[src/rtl/overdrive_pkg.sv]
// overdrive_pkg: shared state encoding, level constants and the
// soft-clip shaping function used by the datapath and its reference model.
package overdrive_pkg;

  typedef enum logic [2:0] {
    S_IDLE,
    S_GAIN,
    S_SQR,
    S_CUBE,
    S_OUT
  } od_state_t;

  localparam int SAMPLE_W = 32;

  function automatic logic signed [31:0] one_level(input int bpl);
    return 32'sd1 <<< (bpl + 1);
  endfunction

  function automatic logic signed [31:0] half_level(input int bpl);
    return one_level(bpl) >>> 1;
  endfunction

  function automatic logic od_saturates(
    input logic signed [31:0] x,
    input int                 bpl
  );
    return (x >= one_level(bpl)) || (x <= -one_level(bpl));
  endfunction

  // Hard clip at +/-ONE_LEVEL, cubic soft knee inside, plus x LSB noise.
  function automatic logic [31:0] od_shape(
    input logic signed [31:0] x,
    input logic signed [31:0] x3,
    input int                 bpl,
    input int                 nb
  );
    logic signed [33:0] w_sum;
    logic signed [31:0] w_shp;
    logic signed [31:0] w_msk;
    w_msk = (32'sd1 <<< nb) - 32'sd1;
    w_sum = {{2{x[31]}}, x} + {{2{x[31]}}, x} + {{2{x[31]}}, x}
          + {{2{x3[31]}}, x3};
    if (x >= one_level(bpl))
      w_shp = half_level(bpl);
    else if (x <= -one_level(bpl))
      w_shp = -half_level(bpl);
    else
      w_shp = w_sum[33:2];
    return w_shp + (x & w_msk);
  endfunction

endpackage

[src/rtl/overdrive_seq_fixed_multiply.sv]
// fixed_multiply: signed fixed-point product, low OPERAND_SIZE bits
// of (a*b) >> FRACTIONAL_SIZE.
module fixed_multiply #(
  parameter int OPERAND_SIZE    = 32,
  parameter int FRACTIONAL_SIZE = 12
) (
  input  logic [OPERAND_SIZE-1:0] i_a,
  input  logic [OPERAND_SIZE-1:0] i_b,
  output logic [OPERAND_SIZE-1:0] o_p
);

  localparam int W = OPERAND_SIZE + FRACTIONAL_SIZE;

  logic [W-1:0] w_a;
  logic [W-1:0] w_b;
  logic [W-1:0] w_full;
  logic [W-1:0] w_shr;

  // Only the bits that survive the shift are needed, so the product
  // is kept at W bits; sign extension makes the low bits signed-correct.
  assign w_a    = {{FRACTIONAL_SIZE{i_a[OPERAND_SIZE-1]}}, i_a};
  assign w_b    = {{FRACTIONAL_SIZE{i_b[OPERAND_SIZE-1]}}, i_b};
  assign w_full = w_a * w_b;
  assign w_shr  = w_full >> FRACTIONAL_SIZE;
  assign o_p    = w_shr[OPERAND_SIZE-1:0];

endmodule

[src/rtl/overdrive_seq.sv]
// overdrive_seq: sequential overdrive (gain, cube soft clip, noise)
// sharing one fixed-point multiplier across GAIN/SQR/CUBE states.
module overdrive_seq
  import overdrive_pkg::*;
#(
  parameter int BITS_PER_LEVEL = 12,
  parameter int NOISE_BITS     = 5
) (
  input  logic        i_clk,
  input  logic        i_rst,
  input  logic        i_valid,
  output logic        o_ready,
  input  logic [31:0] i_sample,
  input  logic [31:0] i_gain,
  input  logic        i_bypass,
  output logic        o_valid,
  input  logic        i_ready,
  output logic [31:0] o_sample,
  output logic        o_busy
);

  od_state_t   r_state;
  od_state_t   w_nxt;
  logic [31:0] r_samp;
  logic [31:0] r_gain;
  logic        r_bypass;
  logic [31:0] r_x;
  logic [31:0] r_x2;
  logic [31:0] r_out;

  logic [31:0] w_ma;
  logic [31:0] w_mb;
  logic [31:0] w_prod;
  logic [31:0] w_res;
  logic        w_ld;
  logic        w_accept;
  logic        w_sat;

  fixed_multiply #(
    .OPERAND_SIZE    (32),
    .FRACTIONAL_SIZE (BITS_PER_LEVEL)
  ) u_mul (
    .i_a (w_ma),
    .i_b (w_mb),
    .o_p (w_prod)
  );

  assign o_ready  = (r_state == S_IDLE) && !i_rst;
  assign o_valid  = (r_state == S_OUT);
  assign o_busy   = (r_state != S_IDLE);
  assign o_sample = r_out;
  assign w_accept = i_valid && o_ready;
  assign w_sat    = od_saturates(w_prod, BITS_PER_LEVEL);

  // Next state, multiplier operand select and output-register load.
  always_comb begin
    w_nxt = r_state;
    w_ma  = '0;
    w_mb  = '0;
    w_ld  = 1'b0;
    w_res = '0;
    unique case (r_state)
      S_IDLE: begin
        if (w_accept) begin
          if (i_bypass) begin
            w_nxt = S_OUT;
            w_ld  = 1'b1;
            w_res = i_sample;
          end else begin
            w_nxt = S_GAIN;
          end
        end
      end
      S_GAIN: begin
        w_ma = r_samp;
        w_mb = r_gain;
        if (w_sat) begin
          w_nxt = S_OUT;
          w_ld  = 1'b1;
          w_res = r_bypass ? r_samp :
                  od_shape(w_prod, '0, BITS_PER_LEVEL, NOISE_BITS);
        end else begin
          w_nxt = S_SQR;
        end
      end
      S_SQR: begin
        w_ma  = r_x;
        w_mb  = r_x;
        w_nxt = S_CUBE;
      end
      S_CUBE: begin
        w_ma  = r_x2;
        w_mb  = r_x;
        w_nxt = S_OUT;
        w_ld  = 1'b1;
        w_res = r_bypass ? r_samp :
                od_shape(r_x, w_prod, BITS_PER_LEVEL, NOISE_BITS);
      end
      S_OUT: begin
        if (i_ready)
          w_nxt = S_IDLE;
      end
      default: w_nxt = S_IDLE;
    endcase
  end

  // State register and datapath registers; reset drops any sample in flight.
  always_ff @(posedge i_clk) begin
    if (i_rst) begin
      r_state  <= S_IDLE;
      r_samp   <= '0;
      r_gain   <= '0;
      r_bypass <= 1'b0;
      r_x      <= '0;
      r_x2     <= '0;
      r_out    <= '0;
    end else begin
      r_state <= w_nxt;
      if (w_accept) begin
        r_samp   <= i_sample;
        r_gain   <= i_gain;
        r_bypass <= i_bypass;
      end
      if (r_state == S_GAIN)
        r_x <= w_prod;
      if (r_state == S_SQR)
        r_x2 <= w_prod;
      if (w_ld)
        r_out <= w_res;
    end
  end

endmodule

[config.mk]
export PLATFORM = sky130hd
export DESIGN_NAME = overdrive_seq
export DESIGN_NICKNAME = d
export VERILOG_FILES = /design/src/rtl/overdrive_pkg.sv /design/src/rtl/overdrive_seq_fixed_multiply.sv /design/src/rtl/overdrive_seq.sv
export SDC_FILE = /design/constraint.sdc
export NUM_CORES = 2
export LEC_CHECK = 0
export BUFFER_PORTS_ARGS = -buffer_cell sky130_fd_sc_hd__buf_2
export CAP_MARGIN = 25
export CELL_PAD_IN_SITES_DETAIL_PLACEMENT = 2
export CELL_PAD_IN_SITES_GLOBAL_PLACEMENT = 2
export CORE_MARGIN = 2
export CORE_UTILIZATION = 44
export CTS_CLUSTER_DIAMETER = 80
export DETAILED_ROUTE_END_ITERATION = 7
export PLACE_DENSITY_LB_ADDON = 0.08
export SYNTH_ARGS = -nofsm -noshare
export SYNTH_HDL_FRONTEND = slang
export SYNTH_SLANG_ARGS = --single-unit
[constraint.sdc]
create_clock -name i_clk -period 29.3 [get_ports i_clk]
set_clock_uncertainty 0.2 [all_clocks]
set_input_delay 1.465 -clock i_clk [delete_from_list [all_inputs] [get_ports i_clk]]
set_output_delay 1.465 -clock i_clk [all_outputs]
set_load 0.02 [all_outputs]
Word-level counts from Yosys, hierarchy flattened --
Cells that the tools add are included.
Word-level totals: register bits 164, latch bits 0, RAM bits 0, bits in read-only memories 0, input bits 69, output and inout bits 35, word-level logic and storage cells 57, memories kept 0
Operators by class: add/sub/neg operators 7, multipliers 1, div/mod/pow operators 0, $lt $le $gt $ge 4, eq/ne operators 6, shift-type cells 0, muxes and demuxes 24, bitwise logic cells 0, reduce and logical (&&, ||, !) cells 8
Operators with widths (number):
- 32-bit 2-to-1 mux | 12
- 32-bit one-hot mux with 3 select lines | 2
- 33-bit by 32-bit adder with 34-bit output | 2
- 32-bit by 32-bit adder with 33-bit output | 2
- 32-bit by 6-bit adder with 32-bit output | 2
- 32-bit by 15-bit >= comparator with 1-bit output (second input constant) | 2
- 32-bit by 14-bit <= comparator with 1-bit output (second input constant) | 2
- 32-bit one-hot mux with 2 select lines | 1
- 32-bit by 32-bit multiplier with 44-bit output | 1
- 34-bit adder | 1
- 3-bit one-hot mux with 5 select lines | 1
- 3-bit 2-to-1 mux | 4
- 3-bit by 2-bit equality test with 1-bit output (second input constant) | 2
- 3-bit by 1-bit equality test with 1-bit output (second input constant) | 1
- 3-bit equality test (second input constant) | 1
- 3-bit zero test | 1
- 1-bit 2-to-1 mux | 3
- 1-bit one-hot mux with 3 select lines | 1
- 3-bit nonzero test | 1
- 1-bit logical AND | 2
- 2-bit by 1-bit inequality test with 1-bit output (second input constant) | 1
- 2-bit inequality test (second input constant) | 1
- 2-bit AND reduction | 1
- 2-bit OR reduction | 1
- 2 further kinds | 2

Depth between registers and ports, before layout --
depth in word-level cells 14, depth in mapped cells 58, gate-level depth less buffers 51

Modules after synthesis --
From an unflattened synthesis, not the netlist that was laid out.
Unflattened totals: cell total of the unflattened synthesis 4918, area total of the unflattened synthesis 41479.8 um^2
Modules (own cells, without submodules):
- fixed_multiply | instances 1, cells each 2951, area an instance 26521.7 um^2, sequential area each 0.0 um^2
- overdrive_seq | instances 1, cells each 1967, area an instance 14958.1 um^2, sequential area each 3283.1 um^2

Least setup slack after synthesis --
Ideal clock, no wire load.
kind reg2reg, start point register r_state[2], end point register r_out[30] (netlist: o_sample[30]), setup time 0.114 ns, arrival time 12.092 ns, required time 28.986 ns, setup slack 16.894 ns, stages on the path, launching flop included 50, path buffers 9, clock period less this slack 12.406 ns, cell sequence dfxtp_1 > buf_2 > buf_6 > buf_2 > buf_2 > clkbuf_1 > a21o_1 > clkbuf_1 > buf_1 > nor2_1 > fa_1 > inv_1 > fa_1 > inv_1 > fa_1 > inv_1 > fa_1 > inv_1 > [... 14 more ...] > inv_1 > fa_1 > inv_1 > ha_1 > clkbuf_1 > a21o_1 > a21o_1 > a41oi_1 > o21ai_0 > or4_1 > a31oi_1 > xnor2_1 > o21ai_0 > a211oi_1 > and3_1 > a311o_1 > a32o_1 > a21o_1
On the way: word-level cells in the longest chain between the ends 14, elaborated cells on any way between the ends 33, classes of those cells add/sub (5); mul (1); order compare (2); eq/ne (3); mux (17); reduce/logical (5)
RTL lines:
- start, declared | line overdrive_seq.sv:22 | od_state_t r_state;
- start signal, assigned | line overdrive_seq.sv:118 | r_state <= w_nxt;
- 3-bit by 2-bit equality test with 1-bit output | line overdrive_seq.sv:62 | unique case (r_state)
- 2-bit OR reduction (no source line)
- 32-bit one-hot mux with 2 select lines | line overdrive_seq.sv:62
- 32-bit by 32-bit multiplier with 44-bit output (*) | line overdrive_seq_fixed_multiply.sv:23 | assign w_full = w_a * w_b;
- net u_mul.o_p[20] | line overdrive_seq_fixed_multiply.sv:9 | output logic [OPERAND_SIZE-1:0] o_p
- 32-bit by 32-bit adder with 33-bit output | line overdrive_pkg.sv:41 | w_sum = {{2{x[31]}}, x} + {{2{x[31]}}, x} + {{2{x[31]}}, x}
- 33-bit by 32-bit adder with 34-bit output | line overdrive_pkg.sv:41
- 32-bit 2-to-1 mux | line overdrive_pkg.sv:45 | else if (x <= -one_level(bpl))
- 32-bit 2-to-1 mux | line overdrive_pkg.sv:43 | if (x >= one_level(bpl))
- 32-bit 2-to-1 mux | line overdrive_seq.sv:77 | if (w_sat) begin
- 32-bit 2-to-1 mux | line overdrive_seq.sv:62
- 32-bit by 6-bit adder with 32-bit output | line overdrive_pkg.sv:49 | return w_shp + (x & w_msk);
- 32-bit 2-to-1 mux | line overdrive_seq.sv:80 | w_res = r_bypass ? r_samp :
- 32-bit 2-to-1 mux | line overdrive_seq.sv:77
- 32-bit one-hot mux with 3 select lines | line overdrive_seq.sv:62
- end signal, assigned | line overdrive_seq.sv:129 | r_out <= w_res;
- end, declared | line overdrive_seq.sv:29 | logic [31:0] r_out;
Mark *: on every way through the listed nets, which the timed path passes. The rest lies on a longest branch. The select of a mux whose other input is x is not followed. A chain may end at the register's enable or synchronous reset.

Final worst setup path --
start point register r_state[0], end point register r_out[23] (netlist: o_sample[23])
Same word-level chain as after synthesis.

==> metrics.cfg <==
[outcome]
status = finished, final reports clean

[drt]
first_pass_iters = 8
ant_nets = 0
num_vias = 37700
postRouteWirelength_mm = 195
drt-initial-drc-count = 3158
vias_per_cell = 6.13
drc_errors = 0
routedWlPerCell_um = 31.7

[yosys]
synth-edff-count = 0
syn_avg_cell_area_um2 = 8.20
synth_flop_cell = dfxtp_1
yosys_warnings = 0
syn_inst = 4966
synth_nets = 6099
ys_ff_latch = 164
async_flop_share = 0
synth_area_mm2 = 0.0407
yosysSeqAreaShare = 0.0806
synth_cell_types = 99

[pwr]
ir_worst_vdd_mv = 0.0464
p_per_area_mw_per_mm2 = 16.9
p_int_w = 0.000431
p_switching_w = 0.000301
p_seq_frac = 0.358
power.leakage_nw = 20.3
netSwitchingFraction = 0.411
power.total_w = 0.000732
power_frac_clock = 0.351
combPwrFrac = 0.291

[worst_setup_path]
cpPeakStageDelay_ns = 0.95
cp.required_ns = 29.49
critical_path.most_common_cell = fa_1
slowest_stage = a211oi_1
path_max_fanout = 63
endpoint_kind = flop
worstSetupPathType = flop to flop
start_kind = flop
worstPathArrival_ns = 15.30

[cts]
h-tree-depth = 4
cts_tree = yes
cts_resized = 0
cts.sinks = 164
clock_latency_ns = 0.48
clkSlewWorstSetupHoldPaths_ns = 0.07
cts_hold_buf = 0
clk_path_buf_depth = 2
postCtsSetupRepairBufs = 0
cts_buffers = 17
clockRootBuffer = clkbuf_16

[finish]
syn2layout_area_growth_pct = 6.26
drive_gt1_frac = 0.0693
fillers = 10300
nNetsFinal = 6069

[placed_design]
portBuffers = 103
hpwl_mm = 159
globalplace.congestion = 0.957
place_ws_ns = 14.55

[sta]
max_slew_margin = 0.162
worstMarginPinSlew_ns = 1.25
fin_hold_ws_ns = 0.258
fin_ws_ns = 14.19
slew_viol_final = 0
finalHoldViolations = 0
period_share = 0.516
max_freq_ghz = 0.0662
finalSetupTns_ns = 0
rsz0062_at_grt = no
fin_crit_ns = 15.11
setup_viol = 0

[floorplan]
ios = 104
die_y_um = 308
initial_core_util = 0.444
die_w_um = 308
core_mm2 = 0.0917
die-area_mm2 = 0.0950
rows = 111

[global_routing]
grt_pass1_wl_mm = 286
grt_pass1_vias = 42700
gr-total-overflow = 0
grt_max_degree = 78
antenna_found_initial = 8
grt_usage = 0.417

[job]
cap_violations = 0

[hold_path]
min_path_type = flop to flop

-- registers in the layout, summed over array words and instances (netlist names) --
| name | cells |
|---|---|
| o_sample | 32 |
| r_bypass | 1 |
| r_gain | 32 |
| r_samp | 32 |
| r_state | 3 |
| r_x | 32 |
| r_x2 | 32 |
-- stage by stage --
step / cell area [um2] / cells / util
3_3_place_gp: 42600 / 6096 / 0.464
2_1_floorplan: 40700 / 4966 / -
3_5_place_dp: 42600 / 6100 / 0.465
4_1_cts: 43200 / 6132 / 0.472
5_1_grt: 43300 / 6136 / 0.472
6_report: 43300 / 6138 / 0.472
-- path summary, 6_finish.rpt --
path | endpoint | depth (start not counted) | slack (ns) | startpoint
hold reg to reg | r_x2[23]$_SDFFE_PP0N_ | 2 | 0.26 | r_x2[23]$_SDFFE_PP0N_
setup / recovery | o_sample[23]$_SDFFE_PP0P_ | 47 | 14.19 | r_state[0]$_SDFFE_PP0P_
hold / removal | r_x2[23]$_SDFFE_PP0N_ | 2 | 0.26 | r_x2[23]$_SDFFE_PP0N_
setup reg to reg | o_sample[23]$_SDFFE_PP0P_ | 47 | 14.19 | r_state[0]$_SDFFE_PP0P_
-- logic make-up (layout without fill, tap and decap cells) --
group / Yosys count / count (layout) / share of synthesized area
buf+inv: 1140 / 1123 / 0.108
other cells: 0 / 3 / 0
flops: 164 / 164 / 0.0806
xor+xnor: 138 / 138 / 0.0324
compound gates: 730 / 730 / 0.119
simple gates: 1699 / 1699 / 0.182
mux: 31 / 31 / 0.00838
fa+ha+maj: 1064 / 1064 / 0.470
-- synth_stat cells, drive strengths merged (41+ instances only) --
master | instances | area (um2)
inv | 872 | 3270
nand2 | 787 | 2950
fa | 779 | 15600
nor2 | 565 | 2130
ha | 285 | 3570
a21oi | 262 | 1380
clkbuf | 214 | 803
dfxtp | 164 | 3280
o21ai | 104 | 521
xnor2 | 90 | 796
a21o | 87 | 653
nand3b | 82 | 648
nand3 | 56 | 280
buf | 54 | 312
nand4 | 47 | 309
nor3 | 41 | 228
xor2 | 41 | 367
-- layer usage --
layer / wire length [um] / GRT usage / part of all wire / up-vias
met4: 13400 / 0.248 / 0.069 / 2
met1: 76400 / 0.524 / 0.39 / 19900
met3: 14800 / 0.0795 / 0.076 / 560
li1: - / - / - / 15500
met5: 8 / 0 / 0.000041 / -
met2: 89900 / 0.668 / 0.46 / 1679
-- layout make-up --
class                           instances  area, um2  share of cell area
Multi-Input combinational cell       3662      33200               0.766
Sequential cell                       164       3300              0.0761
Tap cell                             1186       1480              0.0343
Antenna cell                            3       7.51            0.000173
Clock buffer                           20        468              0.0108
Timing Repair Buffer                  219       1420              0.0328
Clock inverter                         12        161             0.00373
Inverter                              872       3270              0.0756
-- power groups by stage --
stage	clock network (W)	registers (W)	logic, W
CTS	0.000256	0.000261	0.000206
global placement	0	0.000265	0.000198
floorplan	0	0.000252	0.000125
finish	0.000257	0.000262	0.000213
global route	0.000265	0.000262	0.000223
detailed placement	0	0.000265	0.000205
-- cell usage in the layout, fill, tap and decap left out, types with 56 or more instances in the layout --
cell type	instances
dfxtp_1	160
nor2_1	563
inv_1	871
nand3_1	56
xnor2_1	89
nand3b_1	78
ha_1	285
nand2_1	786
buf_2	103
o21ai_0	98
buf_4	113
fa_1	779
a21oi_1	237
a21o_1	86
-- critical path: cells and delay by family (launching register included) --
kind,cells,cell delay [ns]
AO/OA/AOI/OAI,14,3.99
XOR/XNOR,1,0.56
adder cells (fa/ha/maj),11,5.19
buffers and inverters,7,1.49
flip-flops,1,0.80
AND/OR/NAND/NOR,14,2.67
Note: power is estimated with default switching activity, not from simulation.
